**src/rtl/alu_pkg.sv**
```systemverilog
// alu_pkg: shared flag, result-entry and buffer-state types for the addsub result path.
package alu_pkg;
   localparam int ALU_WIDTH = 32;
   typedef struct packed {
      logic zero;
      logic neg;
      logic carry;
      logic ovf;
   } alu_flags_t;
   typedef struct packed {
      logic [ALU_WIDTH-1:0] result;
      alu_flags_t           flags;
   } result_entry_t;
   typedef enum logic [1:0] {ST_EMPTY, ST_ONE, ST_FULL} state_t;
endpackage

```
**src/rtl/addsub_flags.sv**
```systemverilog
// addsub_flags: combinational Z/N/C/V generation from addsub operands and sum.
module addsub_flags
   import alu_pkg::*;
#(
   parameter int WIDTH = ALU_WIDTH
) (
   input  logic [WIDTH-1:0] i_a,
   input  logic [WIDTH-1:0] i_b,
   input  logic             i_is_sub,
   input  logic [WIDTH-1:0] i_result,
   output alu_flags_t       o_flags
);
   logic w_am, w_bm, w_sm;
   assign w_am = i_a[WIDTH-1];
   assign w_bm = i_b[WIDTH-1];
   assign w_sm = i_result[WIDTH-1];
   always_comb begin
      o_flags.zero  = (i_result == '0);
      o_flags.neg   = w_sm;
      // subtract reports no-borrow, so carry is simply the unsigned compare
      o_flags.carry = i_is_sub ? (i_a >= i_b) : ((w_am & w_bm) | (w_am & ~w_sm) | (w_bm & ~w_sm));
      o_flags.ovf   = (i_is_sub ? (w_am != w_bm) : (w_am == w_bm)) & (w_sm != w_am);
   end
endmodule

```
**src/rtl/addsub_result_stage.sv**
```systemverilog
// addsub_result_stage: registered addsub result + flags behind a 2-entry skid buffer.
// Optional ADDSUB_RESULT_STAGE_STATS_EN adds stat_accepted / stat_stall counters.
module addsub_result_stage
   import alu_pkg::*;
#(
   parameter int WIDTH = ALU_WIDTH
) (
   input  logic             CLK,
   input  logic             RST,
   input  logic             in_valid,
   output logic             in_ready,
   input  logic             in_is_sub,
   input  logic [WIDTH-1:0] in_a,
   input  logic [WIDTH-1:0] in_b,
   input  logic [WIDTH-1:0] in_result,
   output logic             out_valid,
   input  logic             out_ready,
   output logic [WIDTH-1:0] out_result,
   output logic             out_zero,
   output logic             out_neg,
   output logic             out_carry,
   output logic             out_ovf
`ifdef ADDSUB_RESULT_STAGE_STATS_EN
   ,
   output logic [31:0]      stat_accepted,
   output logic [31:0]      stat_stall
`endif
);
   typedef struct packed {
      logic [WIDTH-1:0] result;
      alu_flags_t       flags;
   } entry_t;

   state_t     r_state, w_next;
   entry_t     r_main, r_skid, w_in_entry;
   alu_flags_t w_flags;
   logic       w_in_xfer, w_out_xfer;

   addsub_flags #(.WIDTH(WIDTH)) u_flags (
      .i_a      (in_a),
      .i_b      (in_b),
      .i_is_sub (in_is_sub),
      .i_result (in_result),
      .o_flags  (w_flags)
   );

   assign w_in_entry = '{result: in_result, flags: w_flags};
   assign w_in_xfer  = in_valid & in_ready;
   assign w_out_xfer = out_valid & out_ready;

   always_ff @(posedge CLK or posedge RST) begin
      if (RST) r_state <= ST_EMPTY;
      else     r_state <= w_next;
   end

   always_comb begin
      w_next = r_state;
      case (r_state)
         ST_EMPTY: w_next = w_in_xfer ? ST_ONE : ST_EMPTY;
         ST_ONE:   w_next = (w_in_xfer & ~w_out_xfer) ? ST_FULL : (~w_in_xfer & w_out_xfer) ? ST_EMPTY : ST_ONE;
         ST_FULL:  w_next = w_out_xfer ? ST_ONE : ST_FULL;
         default:  w_next = ST_EMPTY;
      endcase
   end

   always_comb begin
      out_valid = (r_state != ST_EMPTY);
      in_ready  = (r_state != ST_FULL);
   end

   // incoming data bypasses the skid whenever main is free or draining this cycle
   always_ff @(posedge CLK or posedge RST) begin
      if (RST) begin
         r_main <= '0;
         r_skid <= '0;
      end else begin
         if (r_state == ST_FULL && w_out_xfer) r_main <= r_skid;
         else if (w_in_xfer && (r_state == ST_EMPTY || w_out_xfer)) r_main <= w_in_entry;
         if (w_in_xfer && r_state == ST_ONE && !w_out_xfer) r_skid <= w_in_entry;
      end
   end

   assign out_result = r_main.result;
   assign out_zero   = r_main.flags.zero;
   assign out_neg    = r_main.flags.neg;
   assign out_carry  = r_main.flags.carry;
   assign out_ovf    = r_main.flags.ovf;

`ifdef ADDSUB_RESULT_STAGE_STATS_EN
   logic [31:0] r_stat_accepted, r_stat_stall;
   always_ff @(posedge CLK or posedge RST) begin
      if (RST) begin
         r_stat_accepted <= '0;
         r_stat_stall    <= '0;
      end else begin
         if (w_in_xfer) r_stat_accepted <= r_stat_accepted + 32'd1;
         if (out_valid && !out_ready) r_stat_stall <= r_stat_stall + 32'd1;
      end
   end
   assign stat_accepted = r_stat_accepted;
   assign stat_stall    = r_stat_stall;
`endif
endmodule

```
**config.mk**
```make
export PLATFORM = sky130hd
export DESIGN_NAME = addsub_result_stage
export DESIGN_NICKNAME = d
export VERILOG_FILES = /design/src/rtl/alu_pkg.sv /design/src/rtl/addsub_flags.sv /design/src/rtl/addsub_result_stage.sv
export SDC_FILE = /design/constraint.sdc
export NUM_CORES = 1
export LEC_CHECK = 0
export CAP_MARGIN = 30
export CORE_MARGIN = 5
export CORE_UTILIZATION = 40
export CTS_BUF_LIST = sky130_fd_sc_hd__clkbuf_4 sky130_fd_sc_hd__clkbuf_8
export DETAILED_ROUTE_END_ITERATION = 8
export GPL_TIMING_DRIVEN = 0
export PLACE_DENSITY = 0.75
export SYNTH_ARGS = -nofsm -noshare
export SYNTH_HDL_FRONTEND = slang
export SYNTH_SLANG_ARGS = --single-unit
```
**constraint.sdc**
```tcl
create_clock -name CLK -period 3.3 [get_ports CLK]
set_clock_uncertainty 0.05 [all_clocks]
set_input_delay 0.66 -clock CLK [delete_from_list [all_inputs] [get_ports CLK]]
set_output_delay 0.66 -clock CLK [all_outputs]
set_load 0.005 [all_outputs]
```
After elaboration in Yosys (flattened, before gate mapping)
Index checks and enable logic that the tools add are counted.
- register bits: 74
- output and inout port bits: 38
- logic and storage cells: 50
- bitwise gates (word level): 13
- multiplexer cells: 9
- order comparisons: 1
- reductions and logical operators: 10
- equality and inequality tests: 6
- operators by type and width (kind ; count):
    $mux W36 ; 2
    $ge A32 B32 Y1 ; 1
    $logic_not A32 Y1 ; 1
    $and A1 B1 Y1 ; 8
    $pmux W2 S3 ; 1
    $logic_and A1 B1 Y1 ; 4
    $mux W1 ; 4
    $mux W2 ; 2
    $reduce_bool A2 Y1 ; 2
    $not A1 Y1 ; 3
    $eq A2 B1 Y1 const B ; 1
    $eq A2 B2 Y1 const B ; 1
    $logic_not A2 Y1 ; 1
    $ne A1 B1 Y1 ; 2
    $ne A2 B2 Y1 const B ; 1
    $or A1 B1 Y1 ; 2
    $eq A1 B1 Y1 ; 1
    $logic_not A1 Y1 ; 1
    $logic_or A1 B1 Y1 ; 1

Logic depth before layout (Yosys ltp)
- depth in word-level cells: 7
- gate-level depth with buffers: 7

Cells and area by module
Synthesis repeated with hierarchy kept, for this count alone.
- cells, all modules: 368
- area total of the unflattened synthesis: 4196.5 um^2
- by module, submodules not included (module ; sequential area each (um^2) ; times used ; cells each ; area an instance (um^2)):
    addsub_result_stage ; 1851.8 ; 1 ; 233 ; 3263.1
    addsub_flags ; 0.0 ; 1 ; 135 ; 933.4

Worst setup path after synthesis
OpenSTA, ideal clock, no wires.
- path type: input-to-reg
- from: input port in_b[14]
- to: register r_main (netlist bit out_carry)
- data arrival time: 2.237 ns
- cell stages on the path: 7
- slack: 0.930 ns
- required time: 3.166 ns
- cells stage by stage: inv_1 ha_1 nand4_2 nor3_2 or4b_1 a311o_1 a41oi_2
- cells in the longest elaborated chain, start to end: 4
- RTL lines (what ; line ; text):
    from (decl) ; addsub_result_stage.sv:14 ; input logic [WIDTH-1:0] in_b,
    $ge A32 B32 Y1 ; addsub_flags.sv:21 ; o_flags.carry = i_is_sub ? (i_a >= i_b) : ((w_am & w_bm) | (w_am & ~w_sm) | (w_bm & ~w_sm));
    $mux W1 ; addsub_flags.sv:21 ;
    $mux W36 ; addsub_result_stage.sv:78 ; else if (w_in_xfer && (r_state == ST_EMPTY || w_out_xfer)) r_main <= w_in_entry;
    $mux W36 ; addsub_result_stage.sv:77 ; if (r_state == ST_FULL && w_out_xfer) r_main <= r_skid;
    to (signal assigned) ; addsub_result_stage.sv:77 ;
    to (signal assigned) ; addsub_result_stage.sv:78 ;
    to (decl) ; addsub_result_stage.sv:35 ; entry_t r_main, r_skid, w_in_entry;
No other way between the ends. The select of a mux whose other input is x is not followed.
A chain may end at the register's enable or synchronous reset.

Worst setup path after layout
- from: input port in_b[14]
- to: register r_skid[1] (netlist name)
- cells in the longest elaborated chain, start to end: 2
- RTL lines (what ; line ; text):
    $ge A32 B32 Y1 ; addsub_flags.sv:21 ;
    $mux W1 ; addsub_flags.sv:21 ;
    to (signal assigned) ; addsub_result_stage.sv:79 ; if (w_in_xfer && r_state == ST_ONE && !w_out_xfer) r_skid <= w_in_entry;
    to (decl) ; addsub_result_stage.sv:35 ;
No other way between the ends.

==> qor.yml <==
worst_hold_path:
  hp-class: "reg2reg"
synth:
  synth.avg_cell_area_um2: 10.6
  ys_warn_count: 0
  ys_types: 37
  yosysSeqAreaShare: 0.453
  synth_area_leaders: "dfrtp_1 (45%), ha_1 (11%), mux2i_1 (9.3%)"
  synth-edff-count: 0
  syn_nets: 512
  synthFlopType: "dfrtp_1"
  netlist.area_leader.share: 0.453
  syn_area_mm2: 0.00397
  synth-seq-cells: 72
  async_reset_ff_frac: 1.00
  synthCells: 376
  yosysTopAreaCell: "dfrtp_1"
power:
  power_frac_clock: 0.171
  intPower_mw: 2.51
  sw_frac_of_total: 0.326
  power_leakage_nw: 2.68
  p_switching_mw: 1.21
  p_per_area_mw_per_mm2: 653
  combPwrFrac: 0.411
  vdd_drop_max_v: 0.000418
  p_seq_frac: 0.418
cts:
  postCtsHoldBufs: 0
  clk_pin_slew_ns: 0.08
  htree_levels: 3
  cts.sinks: 72
  cts_setup_buffers: 0
  clock_latency_ns: 0.34
  numCtsBuffers: 9
  ctsResizeCount: 0
  cts_max_path_buffers: 2
  cts_tree: "built"
  clock-root-buffer: "clkbuf_8"
timing:
  max_slew_margin: 0.415
  worstMarginPinSlew_ns: 0.878
  hold_viol: 0
  fin_crit_ns: 2.65
  setup_violations: 0
  finalCritPeriodShare: 0.804
  rsz0062_at_grt: "false"
  max_freq_mhz: 377
  slew_violations: 0
  fin_ws_ns: 0.648
die:
  start_util: 0.408
  die-area_mm2: 0.0120
  rows: 36
  ios: 139
  core_mm2: 0.00973
  die_h_um: 110
  die_w_um: 110
setup_path:
  path_max_fanout: 2
  end_kind: "register"
  slowest_delay_ns: 0.46
  crit_chain: "clkdlybuf4s50_1 > inv_1 > ha_1 > nand4_2 > nor3_2 > or4b_1 > a311o_1 > a31oi_1"
  worstPathArrival_ns: 2.87
  crit_type: "in2reg"
  crit_path_top_delay_cell: "or4b_1"
  required_ns: 3.52
  startpoint_type: "primary input"
global_routing:
  grt_pass1_vias: 3449
  grt_max_degree: 73
  grt_pass1_wl_um: 16800
  grt-ovfl-total: 0
  track_usage: 0.180
  antenna_found_initial: 0
placement:
  place_ws_ns: 0.274
  hpwl_um: 8170
  gp_congestion: 0.768
  dp.cells: 647
  portBuffers: 138
route:
  postRouteAntennaNets: 0
  via_per_inst: 4.99
  drt_wl_total_um: 10500
  drtIter0Drc: 109
  drc: 0
  vias: 3310
  drt_pass1_iterations: 4
  wire_per_inst_um: 15.8
cells_and_area:
  syn_to_final_growth_pct: 43.5
  mostFrequentLayoutCells: "clkdlybuf4s50_1 (138), dfrtp_1 (72), a21oi_1 (49)"
  nNetsFinal: 661
  antenna_cells: 0
  fin_cells: 663
  mostFrequentLayoutCell: "clkdlybuf4s50_1"
  drive_gt1_frac: 0.0717
flow_run:
  cap_violations: 0
status:
  status: "completed"
-- power groups by stage --
stage | logic (mW) | registers, mW | clock network, mW
finish | 1.53 | 1.56 | 0.635
global route | 1.69 | 1.62 | 0.693
CTS | 1.56 | 1.56 | 0.652
detailed placement | 1.55 | 1.57 | 0
global placement | 1.51 | 1.55 | 0
floorplan | 0.718 | 1.54 | 0
-- final cells by class --
class / count / area (µm²)
Tap cell: 133 / 166
Sequential cell: 72 / 1800
Clock buffer: 10 / 131
Timing Repair Buffer: 138 / 1380
Clock inverter: 6 / 45.0
Inverter: 34 / 130
Fill cell: 843 / 4030
Multi-Input combinational cell: 253 / 1960
Buffer: 17 / 82.6
-- critical path: cells and delay by family --
family	cells	cell delay (ns)
buffers and inverters	2	0.49
and+or+nand+nor	3	0.81
AOI/OAI and AO/OA	2	0.59
adders and majority gates	1	0.30
-- layer usage --
layer,track usage,up-vias,part of all wire
met5,0,-,0
met4,0.0561,0,0.018
met3,0.0399,15,0.063
met2,0.295,95,0.47
met1,0.237,1583,0.45
li1,-,1617,-
-- worst paths after layout --
kind,start,to,slack (ns),depth (start not counted)
worst max-delay path,in_b[14],r_skid[1],0.65,8
worst min-delay path,r_skid[0],r_skid[0],0.44,1
worst max register to register,r_state[0],r_skid[16],1.16,5
worst min register to register,r_skid[0],r_skid[0],0.44,1
max in group asynchronous,RST,out_result[0],1.84,2
min in group asynchronous,RST,out_result[22],0.80,2
-- metrics by stage --
step / utilization / cell area (µm²) / power (mW) / hold WS, ns / TNS (ns)
finish: 0.586 / 5700 / 3.72 / 0.439 / 0
global route: 0.586 / 5700 / 4.01 / 0.465 / 0
CTS: 0.586 / 5700 / 3.77 / 0.443 / 0
detailed placement: 0.568 / 5520 / 3.12 / 0.425 / 0
global placement: 0.568 / 5520 / 3.06 / 0.416 / -26.63
floorplan: - / 3970 / 2.26 / 0.407 / 0
-- cell usage after synthesis (2+ instances only) --
master and instances:
mux2_1 27, nand4_1 6, mux2_2 7, a2111oi_0 2, inv_1 34, nor4_1 8, a21o_1 2, nand3_1 3
nor2_1 39, buf_2 6, mux2i_1 37, nand2_1 11, dfrtp_1 72, nand2b_1 3, o21ai_0 6, clkbuf_1 8
a21oi_1 49, buf_4 3, ha_1 35
-- state kept, by name (all words and copies together), names as in the netlist --
| name | cells |
|---|---|
| out_carry | 1 |
| out_ovf | 1 |
| out_result | 32 |
| out_zero | 1 |
| r_skid | 35 |
| r_state | 2 |
-- logic make-up (layout without fill, tap and decap cells) --
group / Yosys count / after routing / share of synthesized area
buffers and inverters: 51 / 205 / 0.0529
xor gates and xnor gates: 1 / 1 / 0.00220
and+or+nand+nor: 80 / 80 / 0.0989
adders and majority gates: 35 / 35 / 0.110
AOI/OAI and AO/OA: 66 / 66 / 0.0929
muxes: 71 / 71 / 0.190
DFF: 72 / 72 / 0.453
(Power assumes the default switching activity.)
